==> config.mk <==
export PLATFORM = sky130hd
export DESIGN_NAME = led_pwm_ctrl
export DESIGN_NICKNAME = d
export VERILOG_FILES = /design/src/rtl/led_pwm_ctrl.sv
export SDC_FILE = /design/constraint.sdc
export NUM_CORES = 1
export LEC_CHECK = 0
export CORE_ASPECT_RATIO = 0.7
export CORE_MARGIN = 2
export CORE_UTILIZATION = 30
export CTS_CLUSTER_SIZE = 25
export DETAILED_ROUTE_END_ITERATION = 8
export GPL_TIMING_DRIVEN = 1
export HOLD_SLACK_MARGIN = 0.05
export REMOVE_ABC_BUFFERS = 1
export SLEW_MARGIN = 20
export SYNTH_ARGS = -nofsm -noshare
export SYNTH_HDL_FRONTEND = slang
export SYNTH_SLANG_ARGS = --single-unit
==> constraint.sdc <==
create_clock -name clk -period 9.4 [get_ports clk]
set_input_delay 1.41 -clock clk [delete_from_list [all_inputs] [get_ports clk]]
set_output_delay 1.41 -clock clk [all_outputs]
set_load 0.005 [all_outputs]
==> src/rtl/led_pwm_ctrl.sv <==
// led_pwm_ctrl: MMIO LED controller with per-LED OFF / ON / PWM / BLINK modes.
//
// A prescaler produces a tick that advances a shared 8-bit PWM counter; every
// PWM wrap advances a blink counter that toggles a shared blink phase. Each LED
// output is registered from its mode and this shared time base.
//
// Optional build macro:
//   LED_PWM_GAMMA_EN  - when defined, the effective PWM duty is (DUTY*DUTY)>>8
//                       for perceptual dimming; the DUTY registers still read
//                       back the raw written value. When undefined the duty is
//                       used as written and no multiplier exists.
//
// Register map (address[7:0]):
//   0x00 CTRL      bit0 EN
//   0x04 PRESCALE  [PRESCALE_W-1:0]
//   0x08 MODE      2 bits per LED (0=OFF, 1=ON, 2=PWM, 3=BLINK)
//   0x0C BLINK     [7:0] PWM periods per blink half-phase (minus one)
//   0x20+4*i       DUTY_i [7:0]

module led_pwm_ctrl #(
  parameter int NUM_LEDS   = 4,
  parameter int PRESCALE_W = 16
) (
  input  logic                clk,
  input  logic                rst,
  input  logic                io_bus_s_rd_en,
  input  logic                io_bus_s_wr_en,
  input  logic                io_bus_s_cs,
  input  logic [31:0]         io_bus_s_address,
  input  logic [31:0]         io_bus_s_wr_data,
  output logic [31:0]         io_bus_s_rd_data,
  output logic [NUM_LEDS-1:0] led
);

  localparam logic [7:0] ADDR_CTRL     = 8'h00;
  localparam logic [7:0] ADDR_PRESCALE = 8'h04;
  localparam logic [7:0] ADDR_MODE     = 8'h08;
  localparam logic [7:0] ADDR_BLINK    = 8'h0C;
  localparam logic [7:0] ADDR_DUTY0    = 8'h20;

  localparam logic [1:0] MODE_OFF   = 2'd0;
  localparam logic [1:0] MODE_ON    = 2'd1;
  localparam logic [1:0] MODE_PWM   = 2'd2;
  localparam logic [1:0] MODE_BLINK = 2'd3;

  localparam logic [PRESCALE_W-1:0] PRE_ONE = PRESCALE_W'(1);

  // Byte offset of DUTY_i.
  function automatic logic [7:0] duty_addr(input int i);
    return ADDR_DUTY0 + 8'(4 * i);
  endfunction

  // Configuration registers.
  logic                  en;
  logic [PRESCALE_W-1:0] prescale;
  logic [2*NUM_LEDS-1:0] mode;
  logic [7:0]            blink;
  logic [7:0]            duty     [NUM_LEDS];
  logic [7:0]            duty_eff [NUM_LEDS];

  // Time base.
  logic [PRESCALE_W-1:0] pre_cnt;
  logic [7:0]            pwm_cnt;
  logic [7:0]            blk_cnt;
  logic                  blink_phase;
  logic                  tick;
  logic                  wrap;

  logic [7:0]            addr;
  logic                  wr_sel;
  logic                  rd_sel;
  logic                  wr_ctrl;
  logic                  wr_prescale;
  logic                  en_clr;
  logic [31:0]           rd_mux;
  logic [NUM_LEDS-1:0]   led_next;

  // Upper address bits are not decoded; upper write-data bits only feed
  // registers wide enough to hold them.
  logic                  unused_bus_bits;
  assign unused_bus_bits = ^{io_bus_s_address[31:8], io_bus_s_wr_data[31:8]};

  assign addr        = io_bus_s_address[7:0];
  assign wr_sel      = io_bus_s_cs && io_bus_s_wr_en;
  assign rd_sel      = io_bus_s_cs && io_bus_s_rd_en;
  assign wr_ctrl     = wr_sel && (addr == ADDR_CTRL);
  assign wr_prescale = wr_sel && (addr == ADDR_PRESCALE);
  // Clearing EN zeroes the time base at the write edge itself, not one later.
  assign en_clr      = wr_ctrl && !io_bus_s_wr_data[0];

  // Counter events are evaluated against the configuration before any write
  // landing on the same edge.
  assign tick = en && (pre_cnt == prescale);
  assign wrap = tick && (pwm_cnt == 8'hFF);

  // Register file writes.
  always_ff @(posedge clk or posedge rst) begin
    if (rst) begin
      en       <= 1'b0;
      prescale <= '0;
      mode     <= '0;
      blink    <= '0;
      for (int i = 0; i < NUM_LEDS; i++) begin
        duty[i] <= '0;
      end
    end else if (wr_sel) begin
      if (addr == ADDR_CTRL)     en       <= io_bus_s_wr_data[0];
      if (addr == ADDR_PRESCALE) prescale <= io_bus_s_wr_data[PRESCALE_W-1:0];
      if (addr == ADDR_MODE)     mode     <= io_bus_s_wr_data[2*NUM_LEDS-1:0];
      if (addr == ADDR_BLINK)    blink    <= io_bus_s_wr_data[7:0];
      for (int i = 0; i < NUM_LEDS; i++) begin
        if (addr == duty_addr(i)) duty[i] <= io_bus_s_wr_data[7:0];
      end
    end
  end

  // Read mux: unlisted offsets and unused bits return 0.
  always_comb begin
    rd_mux = '0;
    case (addr)
      ADDR_CTRL:     rd_mux[0]              = en;
      ADDR_PRESCALE: rd_mux[PRESCALE_W-1:0] = prescale;
      ADDR_MODE:     rd_mux[2*NUM_LEDS-1:0] = mode;
      ADDR_BLINK:    rd_mux[7:0]            = blink;
      default:       rd_mux                 = '0;
    endcase
    for (int i = 0; i < NUM_LEDS; i++) begin
      if (addr == duty_addr(i)) rd_mux[7:0] = duty[i];
    end
  end

  // Read data is captured on the strobe edge and held until the next read.
  always_ff @(posedge clk or posedge rst) begin
    if (rst) begin
      io_bus_s_rd_data <= '0;
    end else if (rd_sel) begin
      io_bus_s_rd_data <= rd_mux;
    end
  end

  // Prescaler, PWM counter and blink generator; all held at 0 while disabled.
  always_ff @(posedge clk or posedge rst) begin
    if (rst) begin
      pre_cnt     <= '0;
      pwm_cnt     <= '0;
      blk_cnt     <= '0;
      blink_phase <= 1'b0;
    end else if (!en || en_clr) begin
      pre_cnt     <= '0;
      pwm_cnt     <= '0;
      blk_cnt     <= '0;
      blink_phase <= 1'b0;
    end else begin
      // A PRESCALE write restarts the count so the next tick lands
      // PRESCALE+1 cycles after the write.
      if (wr_prescale || tick) begin
        pre_cnt <= '0;
      end else begin
        pre_cnt <= pre_cnt + PRE_ONE;
      end
      if (tick) begin
        pwm_cnt <= pwm_cnt + 8'd1;
      end
      if (wrap) begin
        if (blk_cnt == blink) begin
          blk_cnt     <= '0;
          blink_phase <= ~blink_phase;
        end else begin
          blk_cnt <= blk_cnt + 8'd1;
        end
      end
    end
  end

  // Effective duty per LED.
  for (genvar g = 0; g < NUM_LEDS; g++) begin : g_duty
`ifdef LED_PWM_GAMMA_EN
    logic [7:0] sq_unused_lsb;
    assign {duty_eff[g], sq_unused_lsb} = 16'(duty[g]) * 16'(duty[g]);
`else
    assign duty_eff[g] = duty[g];
`endif
  end

  // Per-LED output selection from mode and the shared time base.
  always_comb begin
    led_next = '0;
    for (int i = 0; i < NUM_LEDS; i++) begin
      case (mode[2*i +: 2])
        MODE_OFF:   led_next[i] = 1'b0;
        MODE_ON:    led_next[i] = 1'b1;
        MODE_PWM:   led_next[i] = en && (pwm_cnt < duty_eff[i]);
        MODE_BLINK: led_next[i] = en && blink_phase;
        default:    led_next[i] = 1'b0;
      endcase
    end
  end

  // Output register.
  always_ff @(posedge clk or posedge rst) begin
    if (rst) begin
      led <= '0;
    end else begin
      led <= led_next;
    end
  end

endmodule
==> metrics.md, run 1 <==
| Metric | Value |
|---|---|
| Outcome | complete, no violations |
| Grt total ovfl | 0 |
| Crit-path cells | clkdlybuf4s50_1 > buf_4 > nor4_1 > nand3_1 > o21ai_2 > nand3b_2 > nor2_1 |
| Vias in the first global route | 4297 |
| PD cells | roughly 160 mW/mm^2 |
| Post-Route WL | 15.8 mm |
| Worst Setup SP | io_bus_s_address[2] |
| Maximum VDD drop | around 0.13 mV |
| PortBufs | 48 |
| Logic pwr share | 0.062 |
| Mapped cell area | ~0.0063 sq mm |
| Period utilization | 0.404 |
| Largest net degree at the start of global routing | 71 |
| Switching portion of total power | 0.247 |
| CTS clock-pin slew for the worst setup and hold paths | 0.06 ns |
| CTS Sinks | 118 |
| Min Hold Slack | 0.479 ns |
| Most frequent cells in the layout | dfrtp_1 (118), mux2_2 (65), clkdlybuf4s50_1 (48) |
| CP top delay family | simple AND/OR/NAND/NOR gates |
| Rel. slew slack | 0.375 |
| Final hold vios | 0 |
| Worst hold path cell count | 2 |
| Number of enable flip-flop cells after synthesis | 0 |
| TNS Setup | 0 ns |
| Setup CP Type | in -> reg |
| Core Util, Final | 0.368 |
| Hold Path End | io_bus_s_rd_data[6] |
| Bufs and invs on worst path | 2 |
| # setup viols final | 0 |
| Io pins | 105 |
| Async set-reset flop share out of synthesis | 1.00 |
| Pre-Repair DR Iteration Count | 5 |
| Commonest non-fill, non-tap cell in the layout | dfrtp_1 |
| Row cnt | 44 |
| 1st-iter DRT viols | 330 |
| CTS resizes | 0 |
| Worst-path maximum fanout | 19 |
| Yosys cell types | 52 |
| Die Width | 178 microns |
| Via density per instance | 4.83 |
| Ratio of cells with drive above 1 in the final layout | 0.176 |
| Fmax | 264 MHz |
| Initial Util | 0.306 |
| Seq/Total Area, Yosys | 0.465 |
| Clock tree buffer depth | 2 |
| Area grow syn2layout | 20.3% |
| Syn. warnings | 0 |
| Floorplan core area | 0.0208 sq mm |
| Worst Path Required | 9.69 ns |
| N_diodes | 0 |
| Fin area | 0.00764 sq mm |
| Post-route setup slack | 5.61 ns |
| Worst setup EP type | register |
| GRT Util Overall | 0.151 |
| Clock Power Share | 0.512 |
| Setup Fix Bufs, Post-CTS | 0 |
| Post-route DRC | 0 |
| Depth of the most critical reg-to-reg path | 6 |
| Dominant synthesized flop cell | dfrtp_1 |
| DP Wirelength | about 12 mm |
| CP max stage cell | o21ai_2 |
| Setup WS pre-CTS | 5.14 ns |
| Total number of vias | 4485 |
| Clk_skew | 0.0121 ns |
| Die ar. | ~0.022 sq mm |
| Reg-to-Reg End | blk_cnt[1] |
| Num CTS Buffers | 17 |
| Worst slew pin tran | 0.938 ns |
| Reg power frac | 0.426 |
| Nets | 740 |
| Slew Viols, Final | 0 |
| Routed WL per cell | 17.0 microns |
| Critical path arrival | 4.08 ns |
| Die height | around 130 microns |
| Root buffer cell | clkbuf_16 |
| Pint | 0.000926 W |
| Worst-Skew Late Latency | 0.43 ns |
| Worst path max stage delay | 0.76 ns |
| CTS tree | built |
| First-pass GRT wire length | between 20 and 25 mm |
| HP Class | reg -> reg |
| Worst reg-to-reg setup slack | between 7 and 8 ns |
| H-tree depth | 4 |
| Tmin final | 3.79 ns |
| Hold-fix buffer count after cts | 0 |
| Synthesized instance count | 587 |
| Unrepaired setup endpoints after global routing | false |
| Flops & latches, synth | 118 |
| Net switching power | 0.000304 W |
| Worst hold start | io_bus_s_rd_data[6] |
| Syn Area/Cell | 10.8 sq um |
| Leakage power | 3.33 nW |
| Placed Area | 0.00706 sq mm |
| Startpoint types | input port |
| Initial antenna violation count | 0 |
| Antenna-violating nets left | 0 |
| Reg-to-Reg Start | prescale[7] |
| GP Congestion | approximately 0.86 |
| Maxcap violations | 0 |
[synth_stat cells, drive strengths merged, types with 2 or more instances]
library cell,n,share of area
a22o,8,0.011
or3b,3,0.0041
a21oi,20,0.016
ha,31,0.061
nor3,2,0.0034
mux2,67,0.12
or3,4,0.0045
nor2,46,0.028
a21o,13,0.015
a22oi,8,0.0095
mux2i,8,0.013
dfrtp,118,0.47
a211oi,4,0.0047
and2,5,0.0049
and3,9,0.0089
o22ai,6,0.0059
a221o,6,0.0095
nand3,22,0.017
nand2,37,0.022
xnor2,31,0.043
inv,32,0.019
o21ai,20,0.016
buf,20,0.023
nand2b,4,0.0039
nor2b,5,0.0049
or4,2,0.0024
nor4,2,0.0020
o211ai,4,0.0047
nand4,14,0.014
xor2,14,0.019
clkbuf,11,0.0065
nand3b,2,0.0030
[power by group through the flow]
stage	clock [W]	sequential (W)	combinational [W]
floorplan	0	0.000531	0.0000415
global placement	0	0.000533	0.0000759
detailed placement	0	0.000533	0.0000764
CTS	0.000643	0.000524	0.0000768
global route	0.000666	0.000525	0.0000846
finish	0.000629	0.000524	0.0000758
[worst reg2reg max path, delay by kind of cell (launching register included)]
kind,cells,cell delay [ns]
simple gates,4,1.46
flops,1,0.41
xor+xnor,1,0.27
compound gates,1,0.15
[per-layer routing]
layer / wire length, microns / vias up / global-route usage
met5: 0 / - / 0
met1: 8780 / 2198 / 0.246
met3: 907 / 16 / 0.0420
li1: - / 2170 / -
met4: 174 / 0 / 0.0458
met2: 5970 / 101 / 0.184
[cell type report]
class,count,area (sq um)
Clock buffer,19,453
Clock inverter,13,124
Fill cell,2078,13100
Inverter,32,123
Multi-Input combinational cell,421,3150
Sequential cell,118,2950
Tap cell,276,345
Timing Repair Buffer,50,495
[how the worst max path moves through the flow]
stage                     cells past startpoint  slack [ns]     endpoint
after global placement                        6        5.14   pre_cnt[7]
after CTS                                     6        5.60   pre_cnt[5]
final                                         7        5.61   pre_cnt[5]
after detailed placement                      6        5.14  pre_cnt[14]
after global routing                          7        5.35   pre_cnt[2]
after floorplan                               1        4.86     blink[0]
[stage by stage]
stage                     cells  total power [W]
final                       929          0.00123
after global routing        929          0.00128
after CTS                   929          0.00124
after detailed placement    897         0.000610
after global placement      897         0.000609
after floorplan             571         0.000572
[state kept, by name (all words and copies together), names as in the netlist]
| signal | flops |
|---|---|
| blink_phase | 1 |
| prescale | 16 |
| blk_cnt | 8 |
| pwm_cnt | 8 |
| en | 1 |
| mode | 8 |
| led | 4 |
| io_bus_s_rd_data | 16 |
| duty | 32 |
| pre_cnt | 16 |
| blink | 8 |
[cell families (layout without fill, tap and decap cells)]
logic type / count (synthesis) / after routing / share of synthesized area
mux: 75 / 75 / 0.131
simple gates: 162 / 162 / 0.134
flops: 118 / 118 / 0.465
fa+ha+maj: 31 / 31 / 0.0611
other cells: 1 / 16 / 0.000591
compound gates: 92 / 92 / 0.0972
buf+inv: 63 / 114 / 0.0481
xor+xnor: 45 / 45 / 0.0621
No activity file was read; power rests on OpenSTA's default activity.
==> run 2, diff against run 1 <==
==> constraint.sdc (replaced) <==
create_clock -name clk -period 3.79 [get_ports clk]
set_input_delay 0.5685 -clock clk [delete_from_list [all_inputs] [get_ports clk]]
set_output_delay 0.5685 -clock clk [all_outputs]
set_load 0.005 [all_outputs]
==> metrics.md, run 2 (synthesized netlist as in run 1, its figures left out) <==
| Metric | Value |
|---|---|
| Period utilization | 0.740 |
| Worst setup EP type | register |
| Hold-fix buffer count after cts | 0 |
| Area grow syn2layout | 20.9% |
| GRT Util Overall | 0.152 |
| CP max stage cell | clkdlybuf4s50_1 |
| CTS clock-pin slew for the worst setup and hold paths | roughly 0.06 ns |
| Pre-Repair DR Iteration Count | 5 |
| Worst Setup SP | io_bus_s_address[2] |
| Leakage power | 3.36 nW |
| Ratio of cells with drive above 1 in the final layout | 0.181 |
| CP top delay family | simple AND/OR/NAND/NOR gates |
| Slew Viols, Final | 0 |
| Worst-path maximum fanout | 10 |
| Reg-to-Reg Start | prescale[7] |
| CTS Sinks | 118 |
| PD cells | 398 mW/mm^2 |
| Post-Route WL | about 16 mm |
| # setup viols final | 0 |
| Clock tree buffer depth | 2 |
| Row cnt | 44 |
| Floorplan core area | 0.0208 sq mm |
| Placed Area | 0.00710 sq mm |
| Rel. slew slack | 0.504 |
| N_diodes | 0 |
| Critical path arrival | 3.11 ns |
| Outcome | complete, no violations |
| Num CTS Buffers | 17 |
| Routed WL per cell | 17.4 microns |
| Vias in the first global route | 4202 |
| Worst Path Required | 4.10 ns |
| CTS resizes | 0 |
| 1st-iter DRT viols | 391 |
| Largest net degree at the start of global routing | 82 |
| DP Wirelength | roughly 12 mm |
| Total number of vias | 4559 |
| Commonest non-fill, non-tap cell in the layout | dfrtp_1 |
| Grt total ovfl | 0 |
| HP Class | reg -> reg |
| Register with the most flip-flops | duty |
| Initial antenna violation count | 0 |
| Via density per instance | 4.89 |
| Crit-path cells | clkdlybuf4s50_1 > nor2b_1 > nand4_1 > mux2_2 |
| PortBufs | 48 |
| Setup Fix Bufs, Post-CTS | 0 |
| Unrepaired setup endpoints after global routing | false |
| Maxcap violations | 0 |
| Tot Pwr | 0.00305 W |
| Worst hold start | io_bus_s_rd_data[6] |
| Die Width | 178 microns |
| Bufs and invs on worst path | 1 |
| Worst-Skew Late Latency | around 0.43 ns |
| Maximum VDD drop | 0.266 mV |
| Fin area | 0.00767 sq mm |
| Fmax | approximately 360 MHz |
| CTS tree | built |
| TNS Setup | 0 ns |
| Startpoint types | input port |
| Io pins | between 100 and 150 |
| Final hold vios | 0 |
| # fillers | between 2000 and 2500 |
| Antenna-violating nets left | 0 |
| Clk_skew | 0.0118 ns |
| Nets | 744 |
| Setup CP Type | in -> reg |
| Worst path max stage delay | 0.73 ns |
| Die height | roughly 130 microns |
| H-tree depth | 4 |
| Post-route DRC | 0 |
| Root buffer cell | clkbuf_16 |
| Tmin final | 2.80 ns |
| Worst slew pin tran | 0.737 ns |
| Die ar. | roughly 0.022 sq mm |
| First-pass GRT wire length | 25.0 mm |
| GP Congestion | 0.839 |
| Max reg flops | 32 |
| Most frequent cells in the layout | dfrtp_1 (118), mux2_2 (65), clkdlybuf4s50_1 (48) |
| Initial Util | 0.306 |
==> run 2: cell types whose count changed in the layout (fill, tap and decap cells not counted), sizes merged <==
cell / before / now
clkinvlp: 3 / 2
buf: 2 / 6
inv: 34 / 39
clkbuf: 19 / 17
clkinv: 7 / 5
==> run 2: through the flow <==
step / setup slack [ns] / hold slack [ns] / util / instances
global route: 0.922 / 0.500 / 0.370 / 933
floorplan: 0.0924 / 0.473 / - / 571
CTS: 1.09 / 0.485 / 0.370 / 933
global placement: 0.659 / 0.462 / 0.342 / 901
finish: 0.987 / 0.477 / 0.370 / 933
detailed placement: 0.633 / 0.471 / 0.342 / 901
==> run 2: path summary, 6_finish.rpt <==
check                                            end  slack [ns]  cells past startpoint
worst max register to register            blk_cnt[1]        1.43                      6
worst min-delay path             io_bus_s_rd_data[6]        0.48                      2
worst min register to register   io_bus_s_rd_data[6]        0.48                      2
max in group asynchronous                     led[3]        2.44                      3
min in group asynchronous       io_bus_s_rd_data[11]        0.53                      2
worst max-delay path                         mode[5]        0.99                      4
==> run 2: tightest hold or removal path, stage by stage, from the launching register on <==
cell	delay, ns
dfrtp_1	0.34
nand2_1	0.04
o21ai_0	0.06
==> run 2: power by group <==
| group | internal [W] | switching, W | total, W |
|---|---|---|---|
| Sequential | 0.00128 | 0.0000202 | 0.00130 |
| Combinational | 0.0000774 | 0.000115 | 0.000192 |
| Clock | 0.000916 | 0.000644 | 0.00156 |
| Total | 0.00227 | 0.000779 | 0.00305 |
==> run 2: area by class of cell <==
class,instances,area [sq um],area share
clock inverter,15,145,0.0189
tap,276,345,0.0450
sequential,118,2950,0.385
multi-input combinational,421,3150,0.410
inverter,32,123,0.0160
clock buffer,17,425,0.0554
timing repair buffer,54,538,0.0701
==> run 2: metal layers <==
metal  up-vias  share of wire  track usage
li1       2166              -            -
met1      2243           0.54        0.244
met2       132           0.39        0.187
met3        18          0.063       0.0444
met4         0          0.013       0.0468
met5         -              0            0
